==> config.mk <==
export PLATFORM = sky130hd
export DESIGN_NAME = ysyx_23060096_lsu
export DESIGN_NICKNAME = d
export VERILOG_FILES = /design/src/rtl/ysyx_23060096_lsu.sv
export SDC_FILE = /design/constraint.sdc
export NUM_CORES = 1
export LEC_CHECK = 0
export CORE_MARGIN = 2
export CORE_UTILIZATION = 46
export CTS_CLUSTER_SIZE = 24
export DETAILED_ROUTE_END_ITERATION = 10
export PLACE_DENSITY = 0.81
export SYNTH_ARGS = -nofsm -noshare
export SYNTH_HDL_FRONTEND = slang
export SYNTH_SLANG_ARGS = --single-unit
export TNS_END_PERCENT = 1
==> constraint.sdc <==
create_clock -name clk -period 2.7 [get_ports clk]
set_clock_uncertainty 0.05 [all_clocks]
set_input_delay 0.675 -clock clk [delete_from_list [all_inputs] [get_ports clk]]
set_output_delay 0.675 -clock clk [all_outputs]
set_load 0.01 [all_outputs]
==> src/rtl/ysyx_23060096_lsu.sv <==
// Multi-cycle load/store unit: accepts one memory op, drives a word-addressed bus,
// returns lane-formatted load data with misalign/illegal-op/timeout error reporting.
`timescale 1ns/1ps
module ysyx_23060096_lsu #(
  parameter int unsigned TIMEOUT = 256
) (
  input  logic        clk,
  input  logic        rstn,
  input  logic        req_valid,
  output logic        req_ready,
  input  logic [31:0] addr,
  input  logic [31:0] wdata,
  input  logic        mem_wr,
  input  logic [2:0]  mem_op,
  output logic        resp_valid,
  output logic [31:0] rdata,
  output logic        err,
  output logic        mem_req_valid,
  input  logic        mem_req_ready,
  output logic [31:0] mem_req_addr,
  output logic        mem_req_wen,
  output logic [31:0] mem_req_wdata,
  output logic [3:0]  mem_req_wstrb,
  input  logic        mem_resp_valid,
  input  logic [31:0] mem_resp_rdata
);

  typedef enum logic [1:0] {StIdle, StReq, StWait, StDone} state_e;

  localparam logic [15:0] TimeoutCnt = 16'(TIMEOUT);
  localparam bit          TimeoutEn  = (TIMEOUT != 0);

  state_e      state_q, state_d;
  logic [15:0] cnt_q, cnt_d;
  logic [31:0] addr_q, wdata_q, rdata_q, rdata_d;
  logic        wr_q, err_q, err_d, cap_en;
  logic [2:0]  op_q;
  logic        req_bad;
  logic [7:0]  ld_byte;
  logic [15:0] ld_half;
  logic [31:0] ld_data;
  logic [3:0]  st_strb;
  logic [31:0] st_data;
  logic        is_req;

  // Request screening, evaluated on the raw inputs at the accept edge.
  always_comb begin
    req_bad = 1'b0;
    case (mem_op)
      3'b000, 3'b100: req_bad = mem_wr & mem_op[2];
      3'b001, 3'b101: req_bad = (mem_wr & mem_op[2]) | addr[0];
      3'b010:         req_bad = (addr[1:0] != 2'b00);
      default:        req_bad = 1'b1;
    endcase
  end

  always_comb begin
    ld_byte = mem_resp_rdata[7:0];
    case (addr_q[1:0])
      2'b00:   ld_byte = mem_resp_rdata[7:0];
      2'b01:   ld_byte = mem_resp_rdata[15:8];
      2'b10:   ld_byte = mem_resp_rdata[23:16];
      default: ld_byte = mem_resp_rdata[31:24];
    endcase
    ld_half = addr_q[1] ? mem_resp_rdata[31:16] : mem_resp_rdata[15:0];
    case (op_q[1:0])
      2'b00:   ld_data = {{24{~op_q[2] & ld_byte[7]}}, ld_byte};
      2'b01:   ld_data = {{16{~op_q[2] & ld_half[15]}}, ld_half};
      default: ld_data = mem_resp_rdata;
    endcase
  end

  always_comb begin
    case (op_q[1:0])
      2'b00: begin
        st_strb = 4'b0001 << addr_q[1:0];
        st_data = {4{wdata_q[7:0]}};
      end
      2'b01: begin
        st_strb = 4'b0011 << {addr_q[1], 1'b0};
        st_data = {2{wdata_q[15:0]}};
      end
      default: begin
        st_strb = 4'b1111;
        st_data = wdata_q;
      end
    endcase
  end

  always_comb begin
    state_d = state_q;
    cnt_d   = cnt_q;
    rdata_d = rdata_q;
    err_d   = err_q;
    cap_en  = 1'b0;
    unique case (state_q)
      StIdle: begin
        if (req_valid) begin
          cap_en = 1'b1;
          if (req_bad) begin
            state_d = StDone;
            err_d   = 1'b1;
            rdata_d = '0;
          end else begin
            state_d = StReq;
          end
        end
      end
      StReq: begin
        if (mem_req_ready) begin
          state_d = StWait;
          cnt_d   = '0;
        end
      end
      StWait: begin
        if (mem_resp_valid) begin
          state_d = StDone;
          err_d   = 1'b0;
          rdata_d = wr_q ? 32'h0 : ld_data;
        end else if (TimeoutEn && cnt_q == TimeoutCnt) begin
          state_d = StDone;
          err_d   = 1'b1;
          rdata_d = '0;
        end else if (cnt_q != 16'hFFFF) begin
          cnt_d = cnt_q + 16'd1;
        end
      end
      StDone: state_d = StIdle;
      default: state_d = StIdle;
    endcase
  end

  always_ff @(posedge clk or negedge rstn) begin
    if (!rstn) begin
      state_q <= StIdle;
      cnt_q   <= '0;
      addr_q  <= '0;
      wdata_q <= '0;
      wr_q    <= 1'b0;
      op_q    <= '0;
      rdata_q <= '0;
      err_q   <= 1'b0;
    end else begin
      state_q <= state_d;
      cnt_q   <= cnt_d;
      rdata_q <= rdata_d;
      err_q   <= err_d;
      if (cap_en) begin
        addr_q  <= addr;
        wdata_q <= wdata;
        wr_q    <= mem_wr;
        op_q    <= mem_op;
      end
    end
  end

  // Bus outputs are forced to zero outside REQ so reset and idle look identical.
  assign is_req        = (state_q == StReq);
  assign req_ready     = (state_q == StIdle);
  assign resp_valid    = (state_q == StDone);
  assign rdata         = rdata_q;
  assign err           = err_q;
  assign mem_req_valid = is_req;
  assign mem_req_addr  = is_req ? {addr_q[31:2], 2'b00} : 32'h0;
  assign mem_req_wen   = is_req & wr_q;
  assign mem_req_wdata = (is_req & wr_q) ? st_data : 32'h0;
  assign mem_req_wstrb = (is_req & wr_q) ? st_strb : 4'b0000;

endmodule

==> summary.txt, run 1 <==
I/O Buffers: 207
Ys Warns: 0
CP Launch Point: state_q[1]$_DFFE_PN0P_
largest fanout on the critical path: 20
worst slew pin tran: 0.827 ns
clock buffer depth: 2
Die ar.: 14300 sq um
routability-driven placement congestion ratio: 0.937
DR iter-0 viols: 306
Avg Inst Size Synth: 10.7 sq um
critical path class: reg2out
area fraction of the dominant cell type after synthesis: 48.4%
Avg WL per Cell: 18.3 um
max-slew violation count: 0
flop-to-flop setup slack: 0.29 ns
fillers: 973
PwrDens: 1080 nW/um^2
Routed Antenna Nets: 0
clock share of power: 22.9%
clk_lat worst skew: 0.41 ns
Pre-antenna DRT Iters: 5
reg-to-reg startpoint: cnt_q[12]$_DFFE_PN0P_
first-pass GRT wire length: 29300 um
top_reg_cell synth: dfrtp_1
DP HPWL: 13100 um
chip height: 120 um
clk sinks: 119
area post-placement: 8590 sq um
antenna cell count: 0
DRC errors left: 0
setup ws final: 0.0601 ns
Final Power: 9940 uW
Tcrit/Tclk final: 97.8%
vias per cell: 5.54
final std cells w/o fill: 988
asr flop ratio synth: 100%
Final min period: 2.64 ns
Synth area leaders: dfrtp_1 48%, mux2_2 13%, mux2i_1 3.9%, a22o_1 3.6%, and2_1 3.5%
Core Rows: 42
synth unique cells: 51
Placement Setup Slack: -0.0445 ns
Clock transition at path regs: 0.05 ns
RSZ-0062 raised after global routing: yes
Int Pwr: 6420 uW
maxcap violations: 0
Leak: 0.00426 uW
Die W: 120 um
Slew headroom: 44.5%
GRT overflow: 0
initial antenna violation count: 0
setup TNS: 0 ns
CTS tree: built
Placed Cells: 954
layout cells sized above 1: 18.6%
synthesized flop and latch total: 119
Root Buffer: clkbuf_16
H-tree depth: 4
crit path capture type: output pin
Comb power frac: 46.4%
post-synth design cell area: 6160 sq um
Sw Share: 35.4%
count leader, synth: dfrtp_1
synthesis-to-finish area growth: 50.0%
cell taking the most area after synthesis: dfrtp_1
number of buffers created by CTS: 17
register area share after synthesis: 48.4%
via count: 5477
hold buffers post-CTS: 0
IO Pins: 210
status: completed
Max Fclk: 379 MHz
part of the power in registers: 30.7%
Mapped Cells: 573
total core area: 13100 sq um
CP Launch Type: register
WP data arrival: 1.91 ns
Psw: 3520 uW
Nets: 910
Overall Global Routing Usage: 26.3%
Post-synth EDFFs: 0
final-report hold violation count: 0
wirelength, routed: 18100 um
Peak supply drop: 0.635 mV
path depth of the worst reg2reg path: 6
r2r endpoint: rdata[11]$_DFFE_PN0P_
post-layout instance area: 9240 sq um
Final setup viols: 0
largest net degree at the start of global routing: 69
worst path required time: 1.98 ns
vias in the first global route: 5848
Initial Utilization: 46.9%
Synth top cells by count: 119 x dfrtp_1, 70 x mux2_2, 42 x nand2_1, 38 x nor2_1, 34 x and2_1
Hold Crit Class: in2async
-- area by class of cell --
class	count	area (sq um)	area share [%]
clock buffer	23	468	5.07
clock inverter	9	124	1.34
inverter	10	37.5	0.406
multi-input combinational	408	3020	32.7
sequential	119	2980	32.3
tap	176	220	2.38
timing repair buffer	243	2390	25.9
-- per-stage QoR --
stage	hold WS, ns	utilization (%)
after floorplan	0.329	-
after global placement	0.415	65.4
after detailed placement	0.438	65.4
after CTS	0.207	69.8
after global routing	0.223	70.3
final	0.187	70.3
-- worst max-delay path by stage --
stage	endpoint	slack, ns	depth (start not counted)
4_1_cts	mem_req_addr[8]	-0.09	5
3_3_place_gp	rdata[30]$_DFFE_PN0P_	-0.005	6
2_1_floorplan	mem_req_wdata[16]	0.31	5
6_report	mem_req_wdata[5]	0.06	5
3_5_place_dp	rdata[11]$_DFFE_PN0P_	-0.04	6
5_1_grt	mem_req_wdata[3]	-0.01	5
-- power groups by stage --
stage	logic, uW	registers, uW	clock network [uW]
4_1_cts	4600	3050	2300
3_5_place_dp	4610	3070	0
6_report	4610	3060	2280
5_1_grt	4980	3150	2390
3_3_place_gp	4470	3020	0
2_1_floorplan	2610	2990	0
-- logic make-up after synthesis --
family,share of synthesized area (%)
AOI/OAI and AO/OA,13.7
muxes,17.1
xor gates and xnor gates,0.142
adders and majority gates,1.22
and+or+nand+nor,16.2
other,0.0609
DFF,48.4
buffers and inverters,3.23
-- worst max-delay path, stage by stage, from the launching register on --
cell and delay [ns]:
dfrtp_1 0.38, inv_2 0.09, ha_4 0.16, buf_8 0.17
and3_1 0.17, clkdlybuf4s50_1 0.53
-- per-layer routing --
| metal | share of wire (%) | vias up | GRT usage, % | wire (um) |
|---|---|---|---|---|
| met3 | 8.3 | 47 | 8.27 | 1490 |
| met1 | 40 | 2661 | 30.9 | 7170 |
| met4 | 3.4 | 0 | 12.0 | 617 |
| li1 | - | 2522 | - | - |
| met2 | 49 | 247 | 44.3 | 8780 |
| met5 | 0 | - | 0 | 0 |
-- cell usage in the layout (no fill, tap or decap), types with 25 or more instances in the layout --
cell type,synthesis,routed
nand2_1,42,41
a22o_1,25,25
buf_4,4,30
a21oi_1,29,28
and2_1,34,34
dlygate4sd2_1,0,34
dfrtp_1,119,118
clkdlybuf4s50_1,0,164
mux2_2,70,70
nor2_1,38,36
-- sequential cells by signal, summed over array words and instances, names as in the netlist --
name / count
addr_q: 32
rdata: 32
wdata_q: 32
cnt_q: 16
op_q: 3
state_q: 2
err: 1
wr_q: 1
-- timing repair --
action | in CTS | in global routing
pin swaps | 0 | 1
setup endpoints to repair | 67 | 67
gates resized for setup | 43 | 12
setup buffers | 0 | 2
No activity file was read; power rests on OpenSTA's default activity.
==> run 2: changes to the inputs <==
Settings changed: CORE_ASPECT_RATIO set to 0.6, GPL_TIMING_DRIVEN set to 1, MAX_ROUTING_LAYER set to met4.
==> run 2 against run 1 <==
The run now ends with setup timing left. Sequential power is 2% higher. Clock-buffer cell count down 3. Combinational power is 0.9% higher. Clock power is 5% higher. Routed wire length increased by 6.6%.
==> summary.txt, run 2 (synthesis results as in run 1) <==
Initial Utilization: 47.5%
CTS tree: built
Nets: 910
Tcrit/Tclk final: 103%
Clock transition at path regs: 0.06 ns
layout cells sized above 1: 18.8%
maxcap violations: 0
final-report hold violation count: 0
via count: 5518
Avg WL per Cell: 19.6 um
DRC errors left: 0
path depth of the worst reg2reg path: 5
critical path class: reg2reg
RSZ-0062 raised after global routing: yes
WP data arrival: 3.08 ns
Root Buffer: clkbuf_16
commonest non-fill, non-tap cell in the layout: clkdlybuf4s50_1
Pre-antenna DRT Iters: 5
Placed Cells: 949
max-slew violation count: 0
Max Fclk: 358 MHz
failing checks: setup timing
initial antenna violation count: 0
number of buffers created by CTS: 17
largest fanout on the critical path: 16
Leak: 0.00475 uW
post-layout instance area: 9360 sq um
final std cells w/o fill: 982
CP max stage delay: 0.62 ns
IO Pins: 210
chip height: 93.6 um
CP Launch Type: register
total core area: 13000 sq um
clock buffer depth: 2
crit path capture type: register
H-tree depth: 4
routability-driven placement congestion ratio: 0.915
setup ws final: -0.0899 ns
Overall Global Routing Usage: 28.0%
vias per cell: 5.62
Slew headroom: 55.2%
vias in the first global route: 5607
final core occ: 72.1%
flop-to-flop setup slack: -0.09 ns
Crit-path slowest cell: o41ai_4
reg-to-reg startpoint: cnt_q[13]$_DFFE_PN0P_
largest net degree at the start of global routing: 48
clk sinks: 119
Die ar.: 14400 sq um
Final min period: 2.79 ns
DP HPWL: 13900 um
clk_lat worst skew: 0.41 ns
area post-placement: 8630 sq um
Die W: 153 um
hold buffers post-CTS: 0
Peak supply drop: 0.626 mV
Routed Antenna Nets: 0
antenna cell count: 0
synthesis-to-finish area growth: 52.0%
Core Rows: 32
worst path required time: 2.99 ns
Final setup viols: 16
worst slew pin tran: 0.669 ns
DR iter-0 viols: 374
most frequent cells in the layout: 141 x clkdlybuf4s50_1, 118 x dfrtp_1, 70 x mux2_2
PwrDens: 1080 nW/um^2
delay-heaviest family, CP: simple AND/OR/NAND/NOR gates
CP Buf/Inv Count: 0
GRT overflow: 0
I/O Buffers: 207
r2r endpoint: rdata[18]$_DFFE_PN0P_
wirelength, routed: 19300 um
first-pass GRT wire length: 30400 um
Hold Crit Class: in2async
status: finished with violations
cell chain of the critical path: or4_4, o41ai_4, o21ai_4, nor3_4, a22o_1
-- run 2: cell types whose count changed in the layout (fill, tap and decap cells not counted), sizes merged --
cell	change
clkbuf	-3
dlymetal6s2s	+29
clkinvlp	+1
clkinv	-1
inv	+3
clkdlybuf4s50	-23
dlygate4sd2	-6
-- run 2: layout make-up --
type	instances	area, sq um
clock buffers	20	457
clock inverters	12	168
fillers	929	3620
inverters	10	37.5
multi-input cells	408	3020
flip-flops and latches	119	2980
well taps	170	213
repair buffers	243	2480
-- run 2: repair_timing --
item | CTS | global route
pin swaps | 10 | 5
gates resized for setup | 35 | 40
setup endpoints to repair | 83 | 56
buffers inserted | 0 | 1
-- run 2: worst reg2reg max path: cells and delay by family (launching register included) --
kind	cells	cell delay, ns
AND/OR/NAND/NOR	2	1.17
flip-flops	1	0.43
AO/OA/AOI/OAI	3	1.08
-- run 2: metal layers --
metal,track usage [%],vias to the layer above,wire length [um]
met5,-,-,0
met4,6.19,0,180
met3,8.48,22,1680
met2,43.0,264,8950
met1,37.1,2712,8450
li1,-,2520,-
-- run 2: where the power goes --
part           switching (uW)  total, uW  internal, uW  leakage [uW]
sequential                573       3110          2540       0.00150
combinational            2250       4650          2400       0.00295
clock                     868       2390          1520      0.000302
-- run 2: worst max path at each step --
| stage | startpoint | slack (ns) | cells past startpoint | end |
|---|---|---|---|---|
| floorplan | op_q[1]$_DFFE_PN0P_ | 0.31 | 5 | mem_req_wdata[16] |
| detailed placement | mem_op[0] | -0.13 | 6 | rdata[12]$_DFFE_PN0P_ |
| CTS | state_q[1]$_DFFE_PN0P_ | -0.17 | 7 | mem_req_wstrb[2] |
| global route | cnt_q[9]$_DFFE_PN0P_ | -0.16 | 5 | rdata[20]$_DFFE_PN0P_ |
| finish | cnt_q[13]$_DFFE_PN0P_ | -0.09 | 5 | rdata[18]$_DFFE_PN0P_ |
| global placement | mem_op[0] | -0.08 | 6 | rdata[30]$_DFFE_PN0P_ |
-- run 2: stage by stage --
step / total power (uW) / TNS [ns] / worst slack, ns / hold WS [ns]
floorplan: 5600 / 0 / 0.309 / 0.329
global placement: 7600 / -1.53 / -0.0798 / 0.415
detailed placement: 7770 / -2.26 / -0.129 / 0.423
CTS: 10200 / -3.80 / -0.172 / 0.184
global route: 10700 / -2.36 / -0.163 / 0.200
finish: 10100 / -0.979 / -0.0899 / 0.188
